`config.mk`:
```
export PLATFORM = sky130hd
export DESIGN_NAME = carryskip_pipe_addacc
export DESIGN_NICKNAME = d
export VERILOG_FILES = /design/src/rtl/carryskip_pkg.sv /design/src/rtl/carryskip_block.sv /design/src/rtl/carryskip_pipe_addacc.sv
export SDC_FILE = /design/constraint.sdc
export NUM_CORES = 1
export LEC_CHECK = 0
export ABC_AREA = 1
export BUFFER_PORTS_ARGS = -buffer_cell sky130_fd_sc_hd__buf_2
export CAP_MARGIN = 20
export CORE_MARGIN = 1.5
export CORE_UTILIZATION = 57
export DETAILED_ROUTE_END_ITERATION = 7
export PLACE_DENSITY = 0.8
export SYNTH_ARGS = -nofsm -noshare
export SYNTH_HDL_FRONTEND = slang
export SYNTH_SLANG_ARGS = --single-unit
```
`constraint.sdc`:
```
create_clock -name clk -period 6.1 [get_ports clk]
set_clock_uncertainty 0.15 [all_clocks]
set_input_delay 0.61 -clock clk [delete_from_list [all_inputs] [get_ports clk]]
set_output_delay 0.61 -clock clk [all_outputs]
set_load 0.05 [all_outputs]
```
`src/rtl/carryskip_pkg.sv`:
```
// rtl/carryskip_pkg.sv - op encoding and pipeline stage control record for the carry-skip add/accumulate core
// Contents:
//   op_e        : 2-bit operation code (ADD, SUB, ACC, CLR)
//   stage_ctl_t : width-independent part of a stage register (carry, msb_cin, op, valid)
//   op_uses_acc : true for ops that read or write the accumulator
package carryskip_pkg;

    typedef enum logic [1:0] {
        OP_ADD = 2'b00,
        OP_SUB = 2'b01,
        OP_ACC = 2'b10,
        OP_CLR = 2'b11
    } op_e;

    // The WIDTH-sized fields (sum, a, b) depend on the core parameter, so the
    // top wraps this record into its full stage register type.
    typedef struct packed {
        logic carry;    // carry into the next unprocessed bit
        logic msb_cin;  // carry into the MSB, valid once the last stage ran
        op_e  op;
        logic valid;
    } stage_ctl_t;

    function automatic logic op_uses_acc(input op_e op);
        return op[1];
    endfunction

endpackage

```
`src/rtl/carryskip_block.sv`:
```
// rtl/carryskip_block.sv - one BLOCK-bit ripple adder segment with carry-skip bypass
// Ports:
//   i_a, i_b : BLOCK-bit operand slices
//   i_cin    : carry into the block
//   o_sum    : BLOCK-bit sum slice
//   o_cout   : block carry out (bypassed straight from i_cin when every bit propagates)
module carryskip_block #(
    parameter int BLOCK = 4
) (
    input  logic [BLOCK-1:0] i_a,
    input  logic [BLOCK-1:0] i_b,
    input  logic             i_cin,
    output logic [BLOCK-1:0] o_sum,
    output logic             o_cout
);

    logic [BLOCK-1:0] w_p;
    logic [BLOCK:0]   w_c;

    always_comb begin
        w_p    = i_a ^ i_b;
        w_c    = '0;
        w_c[0] = i_cin;
        for (int i = 0; i < BLOCK; i++) begin
            w_c[i+1] = (i_a[i] & i_b[i]) | (w_p[i] & w_c[i]);
        end
    end

    assign o_sum  = w_p ^ w_c[BLOCK-1:0];
    // Skip mux: a fully propagating block forwards its carry-in without
    // waiting for the internal ripple.
    assign o_cout = (&w_p) ? i_cin : w_c[BLOCK];

endmodule

```
`src/rtl/carryskip_pipe_addacc.sv`:
```
// rtl/carryskip_pipe_addacc.sv - pipelined carry-skip adder with subtract, accumulate and clear
// Ports:
//   clk, rst_n                 : clock, asynchronous active-low reset
//   in_valid/in_ready          : operation handshake; in_ready depends on in_op
//   in_op, in_a, in_b, in_cin  : operation and operands
//   out_valid/out_ready        : result handshake
//   out_sum, out_cout          : result and carry out (SUB: 1 = no borrow)
//   out_ovf, out_zero          : signed overflow and zero flags
// WIDTH must be a multiple of BLOCK*BPS; latency is WIDTH/(BLOCK*BPS) cycles.
module carryskip_pipe_addacc
    import carryskip_pkg::*;
#(
    parameter int WIDTH = 16,
    parameter int BLOCK = 4,
    parameter int BPS   = 2
) (
    input  logic             clk,
    input  logic             rst_n,
    input  logic             in_valid,
    output logic             in_ready,
    input  logic [1:0]       in_op,
    input  logic [WIDTH-1:0] in_a,
    input  logic [WIDTH-1:0] in_b,
    input  logic             in_cin,
    output logic             out_valid,
    input  logic             out_ready,
    output logic [WIDTH-1:0] out_sum,
    output logic             out_cout,
    output logic             out_ovf,
    output logic             out_zero
);

    localparam int SW     = BLOCK * BPS;
    localparam int STAGES = WIDTH / SW;

    typedef struct packed {
        logic [WIDTH-1:0] sum;  // bits below the current stage boundary are final
        logic [WIDTH-1:0] a;
        logic [WIDTH-1:0] b;
        stage_ctl_t       ctl;
    } stage_t;

    stage_t           r_stg [STAGES];
    stage_t           w_nxt [STAGES];
    stage_t           w_opnd;
    logic [WIDTH-1:0] r_acc;
    logic             r_acc_busy;
    logic             w_adv;
    logic             w_accept;
    logic             w_out_hs;
    op_e              w_op;

    assign w_op     = op_e'(in_op);
    // Stall-all: every stage moves only when the output slot is free or draining.
    assign w_adv    = !r_stg[STAGES-1].ctl.valid || out_ready;
    // Only one accumulator op may be in flight; ADD/SUB are never blocked by it.
    assign in_ready = w_adv && !(op_uses_acc(w_op) && r_acc_busy);
    assign w_accept = in_valid && in_ready;
    assign w_out_hs = r_stg[STAGES-1].ctl.valid && out_ready;

    // Operand formation; a refused or absent op enters as an all-zero bubble.
    always_comb begin
        w_opnd = '0;
        if (w_accept) begin
            w_opnd.ctl.valid = 1'b1;
            w_opnd.ctl.op    = w_op;
            case (w_op)
                OP_ADD: begin
                    w_opnd.a         = in_a;
                    w_opnd.b         = in_b;
                    w_opnd.ctl.carry = in_cin;
                end
                OP_SUB: begin
                    w_opnd.a         = in_a;
                    w_opnd.b         = ~in_b;
                    w_opnd.ctl.carry = 1'b1;
                end
                OP_ACC: begin
                    w_opnd.a         = in_a;
                    w_opnd.b         = r_acc;
                    w_opnd.ctl.carry = in_cin;
                end
                default: begin
                    // CLR: zero operands and zero carry give sum 0, cout 0, ovf 0.
                end
            endcase
        end
    end

    for (genvar k = 0; k < STAGES; k++) begin : g_stage
        stage_t        w_in;
        stage_t        w_out;
        logic [SW-1:0] w_ssum;

        if (k == 0) begin : g_src_in
            assign w_in = w_opnd;
        end else begin : g_src_reg
            assign w_in = r_stg[k-1];
        end

        for (genvar j = 0; j < BPS; j++) begin : g_blk
            logic w_ci;
            logic w_co;

            if (j == 0) begin : g_first
                assign w_ci = w_in.ctl.carry;
            end else begin : g_chain
                assign w_ci = g_blk[j-1].w_co;
            end

            carryskip_block #(
                .BLOCK (BLOCK)
            ) u_blk (
                .i_a    (w_in.a[k*SW + j*BLOCK +: BLOCK]),
                .i_b    (w_in.b[k*SW + j*BLOCK +: BLOCK]),
                .i_cin  (w_ci),
                .o_sum  (w_ssum[j*BLOCK +: BLOCK]),
                .o_cout (w_co)
            );
        end

        always_comb begin
            w_out                  = w_in;
            w_out.sum[k*SW +: SW]  = w_ssum;
            w_out.ctl.carry        = g_blk[BPS-1].w_co;
            // Carry into the MSB recovered from the MSB sum bit: s = a ^ b ^ c.
            if (k == STAGES - 1) begin
                w_out.ctl.msb_cin = w_ssum[SW-1] ^ w_in.a[WIDTH-1] ^ w_in.b[WIDTH-1];
            end
        end

        assign w_nxt[k] = w_out;
    end

    always_ff @(posedge clk or negedge rst_n) begin
        if (!rst_n) begin
            for (int k = 0; k < STAGES; k++) begin
                r_stg[k] <= '0;
            end
            r_acc      <= '0;
            r_acc_busy <= 1'b0;
        end else begin
            if (w_adv) begin
                for (int k = 0; k < STAGES; k++) begin
                    r_stg[k] <= w_nxt[k];
                end
            end
            // Retire the pending accumulator op. A new ACC/CLR cannot be accepted
            // in this same cycle because in_ready sees the old busy flag.
            if (w_out_hs && op_uses_acc(r_stg[STAGES-1].ctl.op)) begin
                r_acc_busy <= 1'b0;
                r_acc      <= (r_stg[STAGES-1].ctl.op == OP_ACC) ? r_stg[STAGES-1].sum : '0;
            end
            if (w_accept && op_uses_acc(w_op)) begin
                r_acc_busy <= 1'b1;
            end
        end
    end

    assign out_valid = r_stg[STAGES-1].ctl.valid;
    assign out_sum   = r_stg[STAGES-1].sum;
    assign out_cout  = r_stg[STAGES-1].ctl.carry;
    assign out_ovf   = r_stg[STAGES-1].ctl.msb_cin ^ r_stg[STAGES-1].ctl.carry;
    assign out_zero  = r_stg[STAGES-1].ctl.valid && (r_stg[STAGES-1].sum == '0);

endmodule

```
==> key figures <==
Flow run
  • Max-cap violations: 0

Worst setup path
  • Crit. Startpoint: in_op[1]
  • CP Capture Type: flop
  • Crit path max fanout: 18
  • Kind of critical path: primary input to flop
  • WP data required: between 6 and 7 ns
  • Critical Path Source Type: primary input
  • Critical R2R Launch: out_valid
  • Crit path DAT: 5.31 ns

Power
  • PwrDens: 391 nW/um^2
  • Worst vdd ir: 207 uV
  • Leak pwr: 0.00233 uW

Global routing
  • Grt ovf: 0
  • Overall Global Routing Usage: 0.260
  • Initial antenna violation count: 0
  • Vias in the first global route: between 2k and 3k
  • Largest net degree at the start of global routing: 67
  • Global-route wire length before repair: about 15000 um

Min path
  • HP Class: primary input to asynchronous set/reset pin

Synthesis
  • Mapped Area: 3870 um^2
  • Flops & latches, synth: 66
  • Top FF cell, synth: dfrtp_1
  • Syn_area_per_cell: 8.95 um^2
  • Number of synthesized flops with an enable pin: 0
  • Cell taking the most area after synthesis: dfrtp_1
  • Top cells by count, synth: 129 x nand2_1, 66 x dfrtp_1, 49 x inv_1
  • Synth cell types: 32
  • Synthesized netlist cell count: 433
  • Syn_nets: 504
  • Post-synthesis async set-or-reset flop share: 1.00
  • Yosys warns: 0
  • Yosys top cell area share: 0.426
  • Register area share after synthesis: 0.426
  • Synth top area cells: dfrtp_1 43%, nand2_1 13%, fa_1 8.3%
  • Cell with the most instances after synthesis: nand2_1

CTS
  • Resized Gates After CTS: 0
  • Clock Pin Slew Worst Setup and Hold Paths: approximately 0.070 ns
  • CTS tree: yes
  • Clock Sinks: 66
  • Post-CTS Setup Bufs: 0
  • Max Buffers Root-to-Sink: 2
  • Hold_buf cts: 0
  • H-tree Lvls: 3
  • Clock Latency Late Sink: ~0.34 ns
  • Clock root cell: clkbuf_8
  • Total CTS buffers: 9

Timing
  • Setup TNS: 0 ns
  • Final min period: 5.19 ns
  • Relative slew slack: 0.447
  • Final setup margin: 0.915 ns
  • Slew Viols, Final: 0
  • Fmax: 193 MHz
  • Final hold violation count: 0
  • Worst-Margin Slew: a little over 0.8 ns
  • Final setup viols: 0
  • Fin Hold WS: 0.285 ns
  • RSZ-0062 raised after global routing: no
  • Period utilization: 0.850

Route
  • Final WL: 8710 um
  • Via density: 5.35
  • Post-DRT Antenna Nets: 0
  • Drt first pass iters: 7
  • DR iter-0 viols: 307
  • DRC Markers: 3
  • Vias post-DR: about 3k
  • DR WL/cell: 15.7 um

Placed design
  • Port bufs: 59
  • Placed cell areas: 4050 um^2
  • DP HPWL: 6300 um
  • GPL Wtd Cong: 0.914
  • Placement Setup Slack: 0.561 ns

Finish
  • Fraction of final layout cells sized beyond drive strength 1: 0.228
  • Area Overhead vs Synth: 12.2%
  • Antenna cells: 0
  • Nets@finish: 545
  • Cell area after layout: 4350 um^2

Die
  • Num rows: 29
  • I/O pin total: 60
  • Starting Density: 0.600
  • Die X: between 80 and 90 um
  • Die Ht: ~85 um
  • Die ar.: 7300 um^2
  • Core ar.: 6460 um^2

Run status
  • Failing checks: design-rule violations
  • Status: complete, but fails checks
worst paths after layout:
path | end | slack, ns | cells past startpoint
worst max-delay path | g_stage[1].g_blk[0].w_ci | 0.91 | 21
worst min-delay path | g_stage[1].w_in[39] | 0.28 | 2
worst max register to register | g_stage[1].g_blk[0].w_ci | 0.95 | 20
worst min register to register | out_valid | 0.32 | 2
max in group asynchronous | g_stage[1].w_in[34] | 4.95 | 2
min in group clk | g_stage[1].w_in[33] | 0.31 | 3
critical path: stages:
cell	delay, ns
buf_2	0.19
nand2_2	0.11
nand3_4	0.12
inv_2	0.25
nand2_1	0.16
fa_1	0.47
fa_1	0.46
fa_1	0.44
inv_1	0.09
fa_1	0.17
nand2_1	0.06
a21boi_1	0.14
fa_1	0.48
fa_1	0.47
fa_1	0.45
fa_1	0.36
inv_1	0.06
nor2_1	0.04
nor2_1	0.08
nand2_1	0.06
nand2_1	0.05
cell usage in the layout (no fill, tap or decap):
master / synthesis / layout
nor3_4: 1 / 1
buf_16: 0 / 1
nand2_2: 5 / 5
bufinv_16: 0 / 4
clkinv_1: 1 / 1
nand2_1: 129 / 129
xor2_1: 2 / 2
nand4_1: 4 / 4
a22oi_1: 1 / 1
a21boi_1: 1 / 1
and3_1: 1 / 1
o21ai_0: 26 / 26
clkinv_2: 0 / 1
nand2_4: 2 / 2
buf_4: 17 / 3
ha_1: 16 / 16
buf_2: 7 / 59
o221ai_2: 10 / 10
inv_2: 10 / 10
a21oi_1: 1 / 1
o211ai_1: 1 / 1
nand3_1: 19 / 19
o21ai_1: 18 / 18
o221ai_1: 6 / 6
nor4_1: 1 / 1
clkbuf_1: 5 / 1
a21oi_4: 1 / 1
nand3_4: 1 / 1
inv_1: 49 / 49
clkbuf_8: 0 / 10
nor2_1: 11 / 11
dfrtp_1: 66 / 66
nor2_4: 1 / 1
fa_1: 16 / 16
cells by family after synthesis:
group,after synthesis,synth area share
compound gates,65,0.120
xor+xnor,2,0.00452
simple gates,175,0.195
fa+ha+maj,32,0.134
flops,66,0.426
buf+inv,93,0.119
per-layer routing:
metal  up-vias  track usage  share of wire  wire length (um)
met4         0       0.0733          0.017               148
met3        14       0.0652          0.067               584
met2       110        0.397           0.47              4060
met5         -            0              0                 0
li1       1436            -              -                 -
met1      1416        0.372           0.45              3910
final cells by class:
class                           count  area, um^2
Inverter                           60         225
Tap cell                           77        96.3
Clock inverter                      5         125
Sequential cell                    66        1650
Fill cell                         546        2110
Clock buffer                       11         141
Timing Repair Buffer               63         345
Multi-Input combinational cell    274        1760
metrics by stage:
stage | std cells | utilization | power, uW
3_5_place_dp | 539 | 0.627 | 1210
5_1_grt | 556 | 0.673 | 1790
4_1_cts | 555 | 0.669 | 1700
3_3_place_gp | 539 | 0.627 | 1190
6_report | 556 | 0.673 | 1700
2_1_floorplan | 433 | - | 1090
registers in the layout, summed over array words and instances, names as in the netlist:
| name | count |
|---|---|
| g_stage.g_blk.w_ci | 1 |
| out_valid | 1 |
| out_cout | 1 |
| r_acc | 16 |
| out_sum | 16 |
| r_stg | 3 |
| r_acc_busy | 1 |
| g_stage.w_in | 27 |
where the power goes:
group / internal (uW) / switching, uW
Clock: 324 / 166
Sequential: 561 / 80.2
Combinational: 154 / 413
Power figures use the tool's default switching activity.
